File: src/rtl/clock_display_core_pkg.sv
// Shared definitions for the digital-clock display datapath.
// Holds the seven-segment codes (bit6=a .. bit0=g, active high), the
// scan order of the six displayed digits, frame geometry, and a
// two-digit BCD increment helper used by the time counter.
package clock_display_core_pkg;

  localparam logic [6:0] SEG_0     = 7'h7E;
  localparam logic [6:0] SEG_1     = 7'h30;
  localparam logic [6:0] SEG_2     = 7'h6D;
  localparam logic [6:0] SEG_3     = 7'h79;
  localparam logic [6:0] SEG_4     = 7'h33;
  localparam logic [6:0] SEG_5     = 7'h5B;
  localparam logic [6:0] SEG_6     = 7'h5F;
  localparam logic [6:0] SEG_7     = 7'h70;
  localparam logic [6:0] SEG_8     = 7'h7F;
  localparam logic [6:0] SEG_9     = 7'h7B;
  localparam logic [6:0] SEG_BLANK = 7'h00;

  localparam logic [2:0] DIG_HOURS_MSD   = 3'd0;
  localparam logic [2:0] DIG_HOURS_LSD   = 3'd1;
  localparam logic [2:0] DIG_MINUTES_MSD = 3'd2;
  localparam logic [2:0] DIG_MINUTES_LSD = 3'd3;
  localparam logic [2:0] DIG_SECONDS_MSD = 3'd4;
  localparam logic [2:0] DIG_SECONDS_LSD = 3'd5;

  localparam int unsigned FRAME_LEN    = 8;
  localparam int unsigned FRAME_PERIOD = 9;
  // Count value during which the last frame bit is on the wire.
  localparam logic [3:0]  FRAME_LAST   = 4'(FRAME_PERIOD - 1);
  // Last count at whose ending edge the shift register still shifts.
  localparam logic [3:0]  SHIFT_LAST   = 4'(FRAME_LEN - 1);

  // Increment a two-digit BCD value, wrapping to 00 after 'last'.
  function automatic logic [7:0] bcd2_inc(input logic [7:0] v, input logic [7:0] last);
    logic [7:0] r;
    if (v == last) begin
      r = 8'h00;
    end else if (v[3:0] == 4'd9) begin
      r = {v[7:4] + 4'd1, 4'd0};
    end else begin
      r = {v[7:4], v[3:0] + 4'd1};
    end
    return r;
  endfunction

endpackage

File: src/rtl/clock_display_core_segment_encoder.sv
// Combinational BCD digit to seven-segment pattern.
// Ports: bcd (4-bit digit in), seg (7-bit pattern out, a..g, blank for 10..15).
module segment_encoder
  import clock_display_core_pkg::*;
(
  input  logic [3:0] bcd,
  output logic [6:0] seg
);

  // Digit lookup; non-decimal codes render blank.
  always_comb begin
    seg = SEG_BLANK;
    case (bcd)
      4'd0:    seg = SEG_0;
      4'd1:    seg = SEG_1;
      4'd2:    seg = SEG_2;
      4'd3:    seg = SEG_3;
      4'd4:    seg = SEG_4;
      4'd5:    seg = SEG_5;
      4'd6:    seg = SEG_6;
      4'd7:    seg = SEG_7;
      4'd8:    seg = SEG_8;
      4'd9:    seg = SEG_9;
      default: seg = SEG_BLANK;
    endcase
  end

endmodule

File: src/rtl/clock_display_core_time_counter.sv
// BCD time-of-day state (hh:mm:ss, 24 h internally) with 12/24 h display mapping.
// Ports: clk, reset_n (async active low), en (freeze when low), tick (+1 s),
// set_hours / set_minutes (increment strobes, override tick), military_time
// (1 = 24 h display), pm (internal hour >= 12), six BCD display digits.
module time_counter
  import clock_display_core_pkg::*;
(
  input  logic       clk,
  input  logic       reset_n,
  input  logic       en,
  input  logic       tick,
  input  logic       set_hours,
  input  logic       set_minutes,
  input  logic       military_time,
  output logic       pm,
  output logic [3:0] hours_msd,
  output logic [3:0] hours_lsd,
  output logic [3:0] minutes_msd,
  output logic [3:0] minutes_lsd,
  output logic [3:0] seconds_msd,
  output logic [3:0] seconds_lsd
);

  logic [7:0] sec_r;
  logic [7:0] min_r;
  logic [7:0] hour_r;
  logic [7:0] hour_disp_s;

  // Time state; a set strobe wins over a simultaneous tick, which is dropped.
  always_ff @(posedge clk or negedge reset_n) begin
    if (!reset_n) begin
      sec_r  <= 8'h00;
      min_r  <= 8'h00;
      hour_r <= 8'h00;
    end else if (en) begin
      if (set_hours || set_minutes) begin
        if (set_hours)   hour_r <= bcd2_inc(hour_r, 8'h23);
        if (set_minutes) min_r  <= bcd2_inc(min_r, 8'h59);
      end else if (tick) begin
        sec_r <= bcd2_inc(sec_r, 8'h59);
        if (sec_r == 8'h59) begin
          min_r <= bcd2_inc(min_r, 8'h59);
          if (min_r == 8'h59) hour_r <= bcd2_inc(hour_r, 8'h23);
        end
      end
    end
  end

  // 12 h mapping done directly in BCD: 00 shows 12, 13..23 show 01..11.
  always_comb begin
    hour_disp_s = hour_r;
    if (military_time) begin
      hour_disp_s = hour_r;
    end else begin
      case (hour_r)
        8'h00:   hour_disp_s = 8'h12;
        8'h13:   hour_disp_s = 8'h01;
        8'h14:   hour_disp_s = 8'h02;
        8'h15:   hour_disp_s = 8'h03;
        8'h16:   hour_disp_s = 8'h04;
        8'h17:   hour_disp_s = 8'h05;
        8'h18:   hour_disp_s = 8'h06;
        8'h19:   hour_disp_s = 8'h07;
        8'h20:   hour_disp_s = 8'h08;
        8'h21:   hour_disp_s = 8'h09;
        8'h22:   hour_disp_s = 8'h10;
        8'h23:   hour_disp_s = 8'h11;
        default: hour_disp_s = hour_r;
      endcase
    end
  end

  // BCD ordering matches numeric ordering, so a plain compare gives pm.
  assign pm          = (hour_r >= 8'h12);
  assign hours_msd   = hour_disp_s[7:4];
  assign hours_lsd   = hour_disp_s[3:0];
  assign minutes_msd = min_r[7:4];
  assign minutes_lsd = min_r[3:0];
  assign seconds_msd = sec_r[7:4];
  assign seconds_lsd = sec_r[3:0];

endmodule

File: src/rtl/clock_display_core.sv
// Digital-clock datapath top: time counter, digit mux, segment encoding and
// a parallel-load shift register that serialises one 8-bit frame
// {dp,a,b,c,d,e,f,g} per digit, MSB first, over a 9-cycle frame period.
// Ports: clk, reset_n, en, tick, military_time, set_hours, set_minutes (in);
// pm, six BCD digits, digit_sel, serial_out, latch (out).
module clock_display_core
  import clock_display_core_pkg::*;
(
  input  logic       clk,
  input  logic       reset_n,
  input  logic       en,
  input  logic       tick,
  input  logic       military_time,
  input  logic       set_hours,
  input  logic       set_minutes,
  output logic       pm,
  output logic [3:0] hours_msd,
  output logic [3:0] hours_lsd,
  output logic [3:0] minutes_msd,
  output logic [3:0] minutes_lsd,
  output logic [3:0] seconds_msd,
  output logic [3:0] seconds_lsd,
  output logic [2:0] digit_sel,
  output logic       serial_out,
  output logic       latch
);

  logic [3:0] frame_cnt_r;
  logic [3:0] frame_cnt_next_s;
  logic [2:0] digit_sel_r;
  logic [7:0] shift_r;
  logic [7:0] shift_next_s;
  logic       serial_r;
  logic       latch_r;
  logic [3:0] digit_bcd_s;
  logic [6:0] seg_raw_s;
  logic [6:0] seg_s;
  logic       dp_s;
  logic [7:0] frame_s;

  time_counter u_time (
    .clk           (clk),
    .reset_n       (reset_n),
    .en            (en),
    .tick          (tick),
    .set_hours     (set_hours),
    .set_minutes   (set_minutes),
    .military_time (military_time),
    .pm            (pm),
    .hours_msd     (hours_msd),
    .hours_lsd     (hours_lsd),
    .minutes_msd   (minutes_msd),
    .minutes_lsd   (minutes_lsd),
    .seconds_msd   (seconds_msd),
    .seconds_lsd   (seconds_lsd)
  );

  // Select the digit being scanned and its decimal point.
  always_comb begin
    digit_bcd_s = 4'hF;
    dp_s        = 1'b0;
    case (digit_sel_r)
      DIG_HOURS_MSD:   digit_bcd_s = hours_msd;
      DIG_HOURS_LSD:   begin digit_bcd_s = hours_lsd;   dp_s = 1'b1; end
      DIG_MINUTES_MSD: digit_bcd_s = minutes_msd;
      DIG_MINUTES_LSD: begin digit_bcd_s = minutes_lsd; dp_s = 1'b1; end
      DIG_SECONDS_MSD: digit_bcd_s = seconds_msd;
      DIG_SECONDS_LSD: begin digit_bcd_s = seconds_lsd; dp_s = ~military_time & pm; end
      default:         begin digit_bcd_s = 4'hF;        dp_s = 1'b0; end
    endcase
  end

  segment_encoder u_seg (
    .bcd (digit_bcd_s),
    .seg (seg_raw_s)
  );

  // Frame assembly and next-state of frame counter / shift register.
  always_comb begin
    seg_s            = SEG_BLANK;
    frame_cnt_next_s = 4'd0;
    shift_next_s     = shift_r;
    if (en) begin
      seg_s = seg_raw_s;
    end else begin
      seg_s = SEG_BLANK;
    end
    frame_s = {dp_s, seg_s};
    if (frame_cnt_r == FRAME_LAST) begin
      frame_cnt_next_s = 4'd0;
    end else begin
      frame_cnt_next_s = frame_cnt_r + 4'd1;
    end
    if (frame_cnt_r == 4'd0) begin
      shift_next_s = frame_s;
    end else if (frame_cnt_r <= SHIFT_LAST) begin
      shift_next_s = {shift_r[6:0], 1'b0};
    end else begin
      shift_next_s = shift_r;
    end
  end

  // Scan state; serial_r tracks the bit the shift register will present, so
  // frame bit 7 is on the wire during count 1 and bit 0 during count 8.
  always_ff @(posedge clk or negedge reset_n) begin
    if (!reset_n) begin
      frame_cnt_r <= 4'd0;
      digit_sel_r <= 3'd0;
      shift_r     <= 8'h00;
      serial_r    <= 1'b0;
      latch_r     <= 1'b0;
    end else if (en) begin
      frame_cnt_r <= frame_cnt_next_s;
      shift_r     <= shift_next_s;
      serial_r    <= shift_next_s[7];
      latch_r     <= (frame_cnt_next_s == FRAME_LAST);
      if (frame_cnt_r == FRAME_LAST) begin
        digit_sel_r <= (digit_sel_r == DIG_SECONDS_LSD) ? 3'd0 : digit_sel_r + 3'd1;
      end
    end
  end

  assign serial_out = serial_r & en;
  assign latch      = latch_r;
  assign digit_sel  = digit_sel_r;

endmodule

File: config.mk
export PLATFORM = sky130hd
export DESIGN_NAME = clock_display_core
export DESIGN_NICKNAME = d
export VERILOG_FILES = /design/src/rtl/clock_display_core_pkg.sv /design/src/rtl/clock_display_core_segment_encoder.sv /design/src/rtl/clock_display_core_time_counter.sv /design/src/rtl/clock_display_core.sv
export SDC_FILE = /design/constraint.sdc
export NUM_CORES = 1
export LEC_CHECK = 0
export BUFFER_PORTS_ARGS = -buffer_cell sky130_fd_sc_hd__buf_2
export CAP_MARGIN = 20
export CORE_ASPECT_RATIO = 1.4
export CORE_MARGIN = 2
export CORE_UTILIZATION = 30
export CTS_BUF_LIST = sky130_fd_sc_hd__clkbuf_16
export CTS_CLUSTER_DIAMETER = 120
export DETAILED_ROUTE_END_ITERATION = 10
export GPL_TIMING_DRIVEN = 0
export PLACE_DENSITY = 0.48
export SLEW_MARGIN = 20
export SYNTH_ARGS = -nofsm -noshare
export SYNTH_HDL_FRONTEND = slang
export SYNTH_HIERARCHICAL = 1
export SYNTH_SLANG_ARGS = --single-unit
File: constraint.sdc
create_clock -name clk -period 7.9 [get_ports clk]
set_clock_uncertainty 0.2 [all_clocks]
set_input_delay 2.37 -clock clk [delete_from_list [all_inputs] [get_ports clk]]
set_output_delay 2.37 -clock clk [all_outputs]
set_load 0.01 [all_outputs]
==> results of run 1 <==
worst max-delay path, cell delays in order:
cell and delay (ns):
buf_2 0.12, inv_1 0.12, o31ai_1 0.11, mux2_2 0.30, buf_2 0.15
synthesized netlist by cell type, types with 6 or more instances:
cell type,instances
nand3_1,7
a21oi_1,10
mux2_2,10
nand2b_1,6
mux2i_1,11
buf_2,8
nand2_1,23
dfrtp_1,40
inv_1,19
nor2_1,19
nor2b_1,6
a22o_1,6
o21ai_0,23
ha_1,19
clkbuf_1,7
state kept, by name, summed over array words and instances, names as in the netlist:
name / count
u_time/sec_r: 8
digit_sel: 3
shift_r: 8
latch: 1
frame_cnt_r: 4
u_time/min_r: 8
u_time/hour_r: 8
worst max path at each step:
stage | start | end | slack (ns) | cells after the start
5_1_grt | military_time | hours_lsd[3] | 2.09 | 5
3_3_place_gp | military_time | hours_lsd[3] | 2.19 | 5
4_1_cts | military_time | hours_lsd[3] | 2.16 | 5
2_1_floorplan | military_time | hours_lsd[3] | 2.49 | 3
6_report | military_time | hours_lsd[3] | 2.15 | 5
3_5_place_dp | military_time | hours_lsd[3] | 2.17 | 5
logic make-up (layout without fill, tap and decap cells):
| group | after synthesis | count (layout) | share of synthesized area |
|---|---|---|---|
| xor+xnor | 9 | 9 | 0.02625 |
| fa+ha+maj | 19 | 19 | 0.07917 |
| simple gates | 103 | 103 | 0.2121 |
| compound gates | 89 | 89 | 0.2129 |
| flops | 40 | 40 | 0.3333 |
| buf+inv | 39 | 83 | 0.06208 |
| mux | 21 | 21 | 0.07417 |
power by group through the flow:
| stage | registers, mW | logic [mW] | clock network (mW) |
|---|---|---|---|
| floorplan | 0.370 | 0.611 | 0 |
| global placement | 0.386 | 0.812 | 0 |
| detailed placement | 0.388 | 0.818 | 0 |
| CTS | 0.384 | 0.823 | 0.236 |
| global route | 0.397 | 0.914 | 0.245 |
| finish | 0.382 | 0.821 | 0.228 |
layout make-up:
| class | instances | share of cell area |
|---|---|---|
| buffer | 19 | 0.03165 |
| timing repair buffer | 36 | 0.05192 |
| multi-input combinational | 241 | 0.5160 |
| clock buffer | 5 | 0.03556 |
| inverter | 20 | 0.02134 |
| clock inverter | 3 | 0.01102 |
| tap | 135 | 0.04801 |
| sequential | 40 | 0.2845 |
metrics by stage:
step | util | setup WS (ns)
5_1_grt | 0.3574 | 2.088
3_5_place_dp | 0.3405 | 2.167
3_3_place_gp | 0.3405 | 2.186
4_1_cts | 0.3571 | 2.158
6_report | 0.3574 | 2.151
2_1_floorplan | - | 2.491
layer usage:
metal / wire [um] / track usage / share of wire / up-vias
met5: 0 / 0 / 0 / -
met4: 131 / 0.05777 / 0.017 / 0
met3: 274 / 0.02354 / 0.035 / 8
met2: 4037 / 0.2650 / 0.52 / 47
met1: 3368 / 0.1841 / 0.43 / 1252
li1: - / - / - / 1257
==> key figures, run 1 <==
Worst setup path
  – Worst R2R Start: u_time/hour_r[4]
  – Crit start category: input pin
  – R2r setup slk: 4.00 ns
  – R2R cell count: 17
  – Worst Path Arrival: 3.18 ns
  – CP required: 5.33 ns
  – Worst Path Max Fanout: 5
  – Crit. End Element: primary output
  – CP Class: input pin to primary output
  – R2R Path End: shift_r[6]

Clocking
  – CTS tree: built
  – Clk buf depth: 2
  – CTS root buf: clkbuf_16
  – Htree depth: 2
  – CTS Hold Bufs: 0
  – Clock transition at path regs: 0.06 ns
  – Cts repair resizes: 0
  – CTS Buf Count: 5
  – Postcts setup bufs: 0
  – Clk sink count: 40
  – Clock latency on the worst-skew pair: 0.29 ns

Detailed routing
  – Vias: 2564
  – Drt via density: 5.138
  – Total detailed-routing wirelength: 7.811 mm
  – Mean routed wirelength per cell: 15.65 um
  – ANT nets after route: 0
  – Initial DRC Count: 121
  – Remaining routing DRC violations: 0
  – TritonRoute pass-1 iters: 4

Placement
  – Final Wtd Congestion: 0.8615
  – Placed cells: 491
  – Port Buf Inserts: 36
  – DP Wirelength: 5.950 mm
  – Placement Cell Area: 0.003352 mm^2

Pwr
  – Reg power frac: 0.267
  – Internal power: 0.7989 mW
  – Sw Share: 0.4417
  – Combinational power share: 0.573
  – Clk network pwr share: 0.160
  – Sw power: 0.6322 mW
  – Leakage power: 1.604 nW
  – Final Power: 1.431 mW
  – Pwr/cell area: 406.7 mW/mm^2
  – Worst vdd ir: 137.6 uV

STA
  – Hold WS: 0.2866 ns
  – Setup TNS: 0 ns
  – Max Fclk: 174.0 MHz
  – Relative slew slack: 0.4838
  – Final Hold Fails: 0
  – Pins over their slew limit: 0
  – Final Cycle Share: 0.7277
  – # setup viols final: 0
  – RSZ-0062 raised after global routing: no
  – Fin crit period: 5.749 ns
  – Slew @ Worst Pin: 0.7677 ns

Synthesis
  – Yosys top cell by area: dfrtp_1
  – Number of flops mapped to enable cells by yosys: 0
  – Synthesized cell area: 0.003003 mm^2
  – Post-synth top flop: dfrtp_1
  – Asr flop ratio synth: 1.000
  – Yosys top cell area share: 0.3333
  – Number of library cell types mapped by synthesis: 69
  – Cell count after synthesis: 320
  – Syn. warnings: 6
  – Synthesized Nets: 346
  – Syn avg cell area: 9.384 um^2
  – Synthesis-stage register bit count: 40
  – Seq/Total Area, Yosys: 0.3333
  – Main area contributors after synthesis: dfrtp_1 33%, ha_1 7.9%, o21ai_0 3.8%, mux2_2 3.8%, mux2i_1 3.7%

Floorplanning
  – Die area: 0.01084 mm^2
  – Initial core utilization: 0.3050
  – Die Ht: 122.4 um
  – Core footprint: 0.009846 mm^2
  – Die Wd: 88.56 um
  – FP Rows: 43
  – Number of I/O pins: 37

Finish
  – Design area: 0.003518 mm^2
  – Area growth syn-to-layout: 17.17%
  – Sequential cell area: 0.001001 mm^2
  – Final net count: 389
  – Antenna cell count: 0
  – Footprint of the multi-input gates: 0.001815 mm^2
  – Post-route insts no fill: 499
  – Commonest non-fill, non-tap cells in the layout: 43 x buf_2, 40 x dfrtp_1, 23 x o21ai_0, 23 x nand2_1, 20 x inv_1
  – Fill cell count: 1024
  – Layout cells sized above 1: 0.2253
  – Commonest non-fill, non-tap cell in the layout: buf_2

Hold path
  – Min-Delay Path Depth: 2
  – Worst Hold Class: register to register
  – Hold_sp: shift_r[4]
  – Hold Crit Endpoint: shift_r[4]

Global routing
  – Largest net degree at the start of global routing: 41
  – First-pass GRT wire length: 12.87 mm
  – Initial antenna violation count: 0
  – GRT Total Usage: 0.1516
  – Vias in the first global route: 2518
  – Total grt overflow: 0

Job
  – Max cap viols: 0

Status
  – Status: finished clean
No activity file was read; power rests on OpenSTA's default activity.
==> run 2, diff against run 1 <==
Settings changed: ABC_AREA set to 1.
Clock period 7.9 ns to 5.6 ns, I/O delays scaled along.
==> key figures, run 2 <==
STA
  – Max Fclk: 235.4 MHz
  – Final Worst Setup Slack: 1.351 ns (was 2.151 ns)
  – # setup viols final: 0 (unchanged)
  – Slew @ Worst Pin: 0.5456 ns (was 0.7677 ns)
  – Fin crit period: 4.249 ns
  – Relative slew slack: 0.6363 (was 0.4838)
  – Hold WS: 0.2801 ns (was 0.2866 ns)
  – Setup TNS: 0 ns (unchanged)
  – Final Hold Fails: 0 (unchanged)
  – Final Cycle Share: 0.7587
  – RSZ-0062 raised after global routing: no (unchanged)
  – Pins over their slew limit: 0 (unchanged)

Status
  – Status: finished clean (unchanged)

Clocking
  – CTS Buf Count: 5 (unchanged)
  – Postcts setup bufs: 0 (unchanged)
  – Clock transition at path regs: 0.06 ns (about the same)
  – Clk buf depth: 2 (unchanged)
  – Clock latency on the worst-skew pair: 0.29 ns (about the same)
  – CTS tree: built (unchanged)
  – Cts repair resizes: 0 (unchanged)
  – CTS root buf: clkbuf_16 (unchanged)
  – Clk sink count: 40 (unchanged)
  – CTS Hold Bufs: 0 (unchanged)
  – Htree depth: 2 (unchanged)

Detailed routing
  – Drt via density: 4.537 (was 5.138)
  – Vias: 2781 (was 2564)
  – TritonRoute pass-1 iters: 4 (unchanged)
  – Remaining routing DRC violations: 0 (unchanged)
  – Total detailed-routing wirelength: 7.485 mm (was 7.811 mm)
  – ANT nets after route: 0 (unchanged)
  – Initial DRC Count: 128 (was 121)
  – Mean routed wirelength per cell: 12.21 um (was 15.65 um)

Synthesis
  – Asr flop ratio synth: 1.000 (unchanged)
  – Syn avg cell area: 7.003 um^2 (was 9.384 um^2)
  – Syn. warnings: 6 (unchanged)
  – Synthesized Nets: 460 (was 346)
  – Main area contributors after synthesis: dfrtp_1 33%, nand2_1 17%, ha_1 7.8%, nor2_1 5.9%, inv_1 5.2% (was dfrtp_1 33%, ha_1 7.9%, o21ai_0 3.8%, mux2_2 3.8%, mux2i_1 3.7%)
  – Post-synth top flop: dfrtp_1 (unchanged)
  – Dominant cell by count in the synthesized netlist: nand2_1 (was dfrtp_1)
  – Number of flops mapped to enable cells by yosys: 0 (unchanged)
  – Number of library cell types mapped by synthesis: 39 (was 69)
  – Synthesis-stage register bit count: 40 (unchanged)
  – Synthesized cell area: 0.003039 mm^2 (was 0.003003 mm^2)
  – Yosys top cell by area: dfrtp_1 (unchanged)
  – Commonest cells in the netlist: 135 x nand2_1, 48 x nor2_1, 42 x inv_1 (was 40 x dfrtp_1, 23 x nand2_1, 23 x o21ai_0)
  – Seq/Total Area, Yosys: 0.3294 (was 0.3333)
  – Yosys top cell area share: 0.3294 (was 0.3333)
  – Cell count after synthesis: 434 (was 320)

Finish
  – Final Util: 0.3565 (was 0.3574)
  – Commonest non-fill, non-tap cell in the layout: nand2_1 (was buf_2)
  – Fill cell count: 1124 (was 1024)
  – Antenna cell count: 0 (unchanged)
  – Final net count: 503 (was 389)
  – Commonest non-fill, non-tap cells in the layout: 135 x nand2_1, 48 x nor2_1, 42 x inv_1 (was 43 x buf_2, 40 x dfrtp_1, 23 x o21ai_0, 23 x nand2_1, 20 x inv_1)
  – Area growth syn-to-layout: 16.14% (was 17.17%)
  – Layout cells sized above 1: 0.1967 (was 0.2253)

Floorplanning
  – Die Ht: 123.1 um (was 122.4 um)
  – Number of I/O pins: 37 (unchanged)
  – Die Wd: 89.07 um (was 88.56 um)
  – Die area: 0.01096 mm^2 (was 0.01084 mm^2)
  – FP Rows: 43 (unchanged)
  – Core footprint: 0.009899 mm^2 (was 0.009846 mm^2)
  – Initial core utilization: 0.3070 (was 0.3050)

Global routing
  – GRT Total Usage: 0.1467 (was 0.1516)
  – Vias in the first global route: 2675 (was 2518)
  – Largest net degree at the start of global routing: 41 (unchanged)
  – First-pass GRT wire length: 12.58 mm (was 12.87 mm)
  – Initial antenna violation count: 0 (unchanged)
  – Total grt overflow: 0 (unchanged)

Placement
  – DP Wirelength: 5.855 mm (was 5.950 mm)
  – Port Buf Inserts: 36 (unchanged)
  – Final Wtd Congestion: 0.9322 (was 0.8615)
  – Setup WS pre-CTS: 1.351 ns (was 2.167 ns)

Pwr
  – Pwr/cell area: 527.5 mW/mm^2 (was 406.7 mW/mm^2)
  – Final Power: 1.862 mW (was 1.431 mW)
  – Leakage power: 1.857 nW (was 1.604 nW)
  – Worst vdd ir: 145.7 uV (was 137.6 uV)

Worst setup path
  – Worst Path Max Fanout: 6 (was 5)
  – Worst Path Arrival: 2.37 ns (was 3.18 ns)
  – Crit-path cells: buf_2 -> inv_1 -> nand2_2 -> nand2_1 -> nand2_1 -> buf_2 (was buf_2 -> inv_1 -> o31ai_1 -> mux2_2 -> buf_2)
  – CP Class: input pin to primary output (unchanged)
  – CP required: 3.72 ns (was 5.33 ns)
  – Crit start category: input pin (unchanged)
  – Buffers & Inverters on Critical Path: 3 (unchanged)
  – Slowest stage delay, CP: 0.16 ns (was 0.30 ns)
  – Family with the most delay on the worst path: buffers and inverters (unchanged)
  – Worst path slowest cell: inv_1 (was mux2_2)
  – Crit. End Element: primary output (unchanged)

Hold path
  – Worst Hold Class: register to register (unchanged)

Job
  – Max cap viols: 0 (unchanged)
-- run 2: path summary, 6_finish.rpt --
kind                                   from               end  slack, ns  cells past startpoint
hold / removal                        latch             latch       0.28                      2
setup reg to reg           u_time/hour_r[5]        shift_r[3]       2.51                     19
hold reg to reg                       latch             latch       0.28                      2
setup / recovery              military_time      hours_msd[0]       1.35                      6
min in group asynchronous           reset_n  u_time/hour_r[3]       1.17                      1
max in group asynchronous           reset_n  u_time/hour_r[7]       3.64                      1
-- run 2: power breakdown --
part	leakage, nW	total, mW	switching, mW	internal (mW)
Sequential	0.502	0.543	0.149	0.394
Combinational	1.28	1.04	0.665	0.375
Clock	0.0710	0.279	0.117	0.162
Total	1.86	1.86	0.931	0.931
-- run 2: through the flow --
step           instances  area, um^2
2_1_floorplan        434        3039
3_5_place_dp         605        3388
5_1_grt              613        3530
6_report             613        3530
3_3_place_gp         605        3388
4_1_cts              613        3527
-- run 2: cell type report --
cell class	instances	area, um^2	area share
clock inverters	3	13.76	0.003899
multi-input cells	334	1797	0.5090
inverters	54	202.7	0.05743
flip-flops and latches	40	1001	0.2836
clock buffers	5	125.1	0.03545
repair buffers	36	182.7	0.05175
well taps	135	168.9	0.04786
plain buffers	6	38.79	0.01099
-- run 2: logic make-up (layout without fill, tap and decap cells) --
| group | count (synthesis) | count (layout) | synth area share |
|---|---|---|---|
| adder cells (fa/ha/maj) | 19 | 19 | 0.07822 |
| flip-flops | 40 | 40 | 0.3294 |
| AO/OA/AOI/OAI | 47 | 47 | 0.08316 |
| buffers and inverters | 60 | 104 | 0.07945 |
| XOR/XNOR | 8 | 8 | 0.02305 |
| AND/OR/NAND/NOR | 259 | 259 | 0.4035 |
| multiplexers | 1 | 1 | 0.003294 |
-- run 2: worst register-to-register path, delay by kind of cell (launching register included) --
kind	cells	cell delay, ns
AND/OR/NAND/NOR	12	1.19
adder cells (fa/ha/maj)	2	0.53
flip-flops	1	0.42
AO/OA/AOI/OAI	3	0.38
buffers and inverters	2	0.25
-- run 2: layer usage --
metal | track usage | routed length, um | vias to the layer above
li1 | - | - | 1459
met1 | 0.1708 | 3321 | 1256
met2 | 0.2556 | 3650 | 50
met3 | 0.03071 | 282 | 16
met4 | 0.06437 | 231 | 0
met5 | 0 | 0 | -
==> run 3, diff against run 2 <==
Settings changed: PLACE_DENSITY 0.48 to 0.49.
Clock period 5.6 ns to 3.81 ns, I/O delays scaled along.
==> key figures, run 3 (same netlist as run 2, synthesis figures left out) <==
Global routing
  – GRT Total Usage: 0.1476 (was 0.1467)
  – First-pass GRT wire length: 12.55 mm (was 12.58 mm)
  – Vias in the first global route: 2695 (was 2675)
  – Total grt overflow: 0 (unchanged)
  – Initial antenna violation count: 0 (unchanged)
  – Largest net degree at the start of global routing: 41 (unchanged)

Floorplanning
  – Die area: 0.01096 mm^2 (unchanged)
  – FP Rows: 43 (unchanged)
  – Die Wd: 89.07 um (unchanged)
  – Number of I/O pins: 37 (unchanged)
  – Initial core utilization: 0.3070 (unchanged)
  – Die Ht: 123.1 um (unchanged)
  – Core footprint: 0.009899 mm^2 (unchanged)

Hold path
  – Worst Hold Class: register to register (unchanged)
  – Hold_sp: latch (unchanged)
  – Hold Crit Endpoint: latch (unchanged)
  – Min-Delay Path Depth: 2 (unchanged)

STA
  – Relative slew slack: 0.6292 (was 0.6363)
  – # setup viols final: 0 (unchanged)
  – Setup TNS: 0 ns (unchanged)
  – Slew @ Worst Pin: 0.5562 ns (was 0.5456 ns)
  – Final Hold Fails: 0 (unchanged)
  – RSZ-0062 raised after global routing: no (unchanged)
  – Max Fclk: 309.0 MHz
  – Final Cycle Share: 0.8495
  – Pins over their slew limit: 0 (unchanged)
  – Fin crit period: 3.237 ns

Detailed routing
  – Initial DRC Count: 108 (was 128)
  – Mean routed wirelength per cell: 12.00 um (was 12.21 um)
  – Vias: 2779 (was 2781)
  – Remaining routing DRC violations: 0 (unchanged)
  – ANT nets after route: 0 (unchanged)
  – Drt via density: 4.533 (was 4.537)
  – TritonRoute pass-1 iters: 4 (unchanged)
  – Total detailed-routing wirelength: 7.358 mm (was 7.485 mm)

Finish
  – Commonest non-fill, non-tap cell in the layout: nand2_1 (unchanged)
  – Footprint of the multi-input gates: 0.001797 mm^2 (unchanged)
  – Final net count: 503 (unchanged)
  – Post-route insts no fill: 613 (unchanged)
  – Sequential cell area: 0.001001 mm^2 (unchanged)
  – Fill cell count: 1104 (was 1124)
  – Area growth syn-to-layout: 16.06% (was 16.14%)
  – Commonest non-fill, non-tap cells in the layout: 135 x nand2_1, 48 x nor2_1, 44 x inv_1 (was 135 x nand2_1, 48 x nor2_1, 42 x inv_1)
  – Antenna cell count: 0 (unchanged)
  – Layout cells sized above 1: 0.1925 (was 0.1967)

Clocking
  – Postcts setup bufs: 0 (unchanged)
  – Clk buf depth: 2 (unchanged)
  – CTS tree: built (unchanged)
  – Clock latency on the worst-skew pair: 0.28 ns (was 0.29 ns)
  – Cts repair resizes: 0 (unchanged)
  – Clock transition at path regs: 0.06 ns (about the same)
  – Htree depth: 2 (unchanged)
  – CTS Buf Count: 5 (unchanged)
  – CTS root buf: clkbuf_16 (unchanged)
  – CTS Hold Bufs: 0 (unchanged)
  – Clk sink count: 40 (unchanged)

Worst setup path
  – Worst path slowest cell: dfrtp_1 (was inv_1)
  – Worst Path Arrival: 1.89 ns (was 2.37 ns)
  – Family with the most delay on the worst path: flip-flops (was buffers and inverters)
  – R2R Path End: shift_r[3] (unchanged)
  – Worst R2R Start: u_time/hour_r[5] (unchanged)
  – CP required: 2.47 ns (was 3.72 ns)
  – R2r setup slk: 0.72 ns (was 2.51 ns)
  – Worst Path Max Fanout: 5 (was 6)
  – Buffers & Inverters on Critical Path: 2 (was 3)
  – Crit start category: register (was input pin)
  – Worst path depth: 7 (was 6)
  – CP Class: register to primary output (was input pin to primary output)
  – Crit-path cells: inv_1 -> ha_1 -> and2_1 -> a21oi_2 -> nand2_2 -> a21oi_1 -> buf_2 (was buf_2 -> inv_1 -> nand2_2 -> nand2_1 -> nand2_1 -> buf_2)
  – Crit. End Element: primary output (unchanged)
  – Slowest stage delay, CP: 0.40 ns (was 0.16 ns)
  – R2R cell count: 19 (unchanged)

Placement
  – DP Wirelength: 5.824 mm (was 5.855 mm)
  – Placed cells: 605 (unchanged)
  – Final Wtd Congestion: 0.8409 (was 0.9322)
  – Port Buf Inserts: 36 (unchanged)

Pwr
  – Worst vdd ir: 256.7 uV (was 145.7 uV)
  – Pwr/cell area: 769.2 mW/mm^2 (was 527.5 mW/mm^2)
  – Leakage power: 1.860 nW (was 1.857 nW)
  – Final Power: 2.713 mW (was 1.862 mW)

Job
  – Max cap viols: 0 (unchanged)

Status
  – Status: finished clean (unchanged)
==> run 3: cell count changes in the layout (fill, tap and decap cells not counted), sizes merged <==
cell,delta
clkinv,-2
inv,+2
==> run 3: metal layers <==
layer	global-route usage	part of all wire	wire length, um	vias to the layer above
li1	-	-	-	1457
met1	0.1776	0.45	3319	1274
met2	0.2565	0.50	3660	40
met3	0.02470	0.030	220	8
met4	0.06157	0.021	158	0
met5	0	0	0	-
==> run 3: layout make-up <==
cell class                      instances  share of cell area
Sequential cell                        40              0.2838
Buffer                                  6             0.01100
Timing Repair Buffer                   36             0.05179
Clock buffer                            5             0.03547
Multi-Input combinational cell        334              0.5094
Clock inverter                          3            0.003193
Tap cell                              135             0.04789
Inverter                               54             0.05747
==> run 3: how the worst max path moves through the flow <==
stage	startpoint	endpoint	slack [ns]
2_1_floorplan	military_time	shift_r[3]	0.88
3_3_place_gp	military_time	shift_r[3]	0.53
3_5_place_dp	military_time	shift_r[3]	0.49
4_1_cts	u_time/hour_r[5]	hours_msd[1]	0.54
5_1_grt	u_time/hour_r[5]	shift_r[3]	0.30
6_report	u_time/hour_r[5]	hours_msd[1]	0.57
==> run 3: tightest hold or removal path, cell delays in order (launching register included) <==
cell and delay, ns:
dfrtp_1 0.34, nand2_1 0.05, nand2_1 0.05
==> run 3: per-stage QoR <==
| step | hold WS [ns] | instance area (um^2) | worst slack, ns | util |
|---|---|---|---|---|
| final | 0.2718 | 3527 | 0.5733 | 0.3563 |
| after global routing | 0.2986 | 3527 | 0.3047 | 0.3563 |
| after CTS | 0.2766 | 3525 | 0.5374 | 0.3560 |
| after detailed placement | 0.2608 | 3388 | 0.4892 | 0.3423 |
| after global placement | 0.2650 | 3388 | 0.5342 | 0.3423 |
| after floorplan | 0.2492 | 3039 | 0.8772 | - |
==> run 3: where the power goes <==
part	internal (mW)	switching (mW)	total (mW)	leakage [nW]
Combinational	0.550	0.966	1.52	1.28
Clock	0.236	0.165	0.401	0.0738
Sequential	0.580	0.217	0.797	0.502
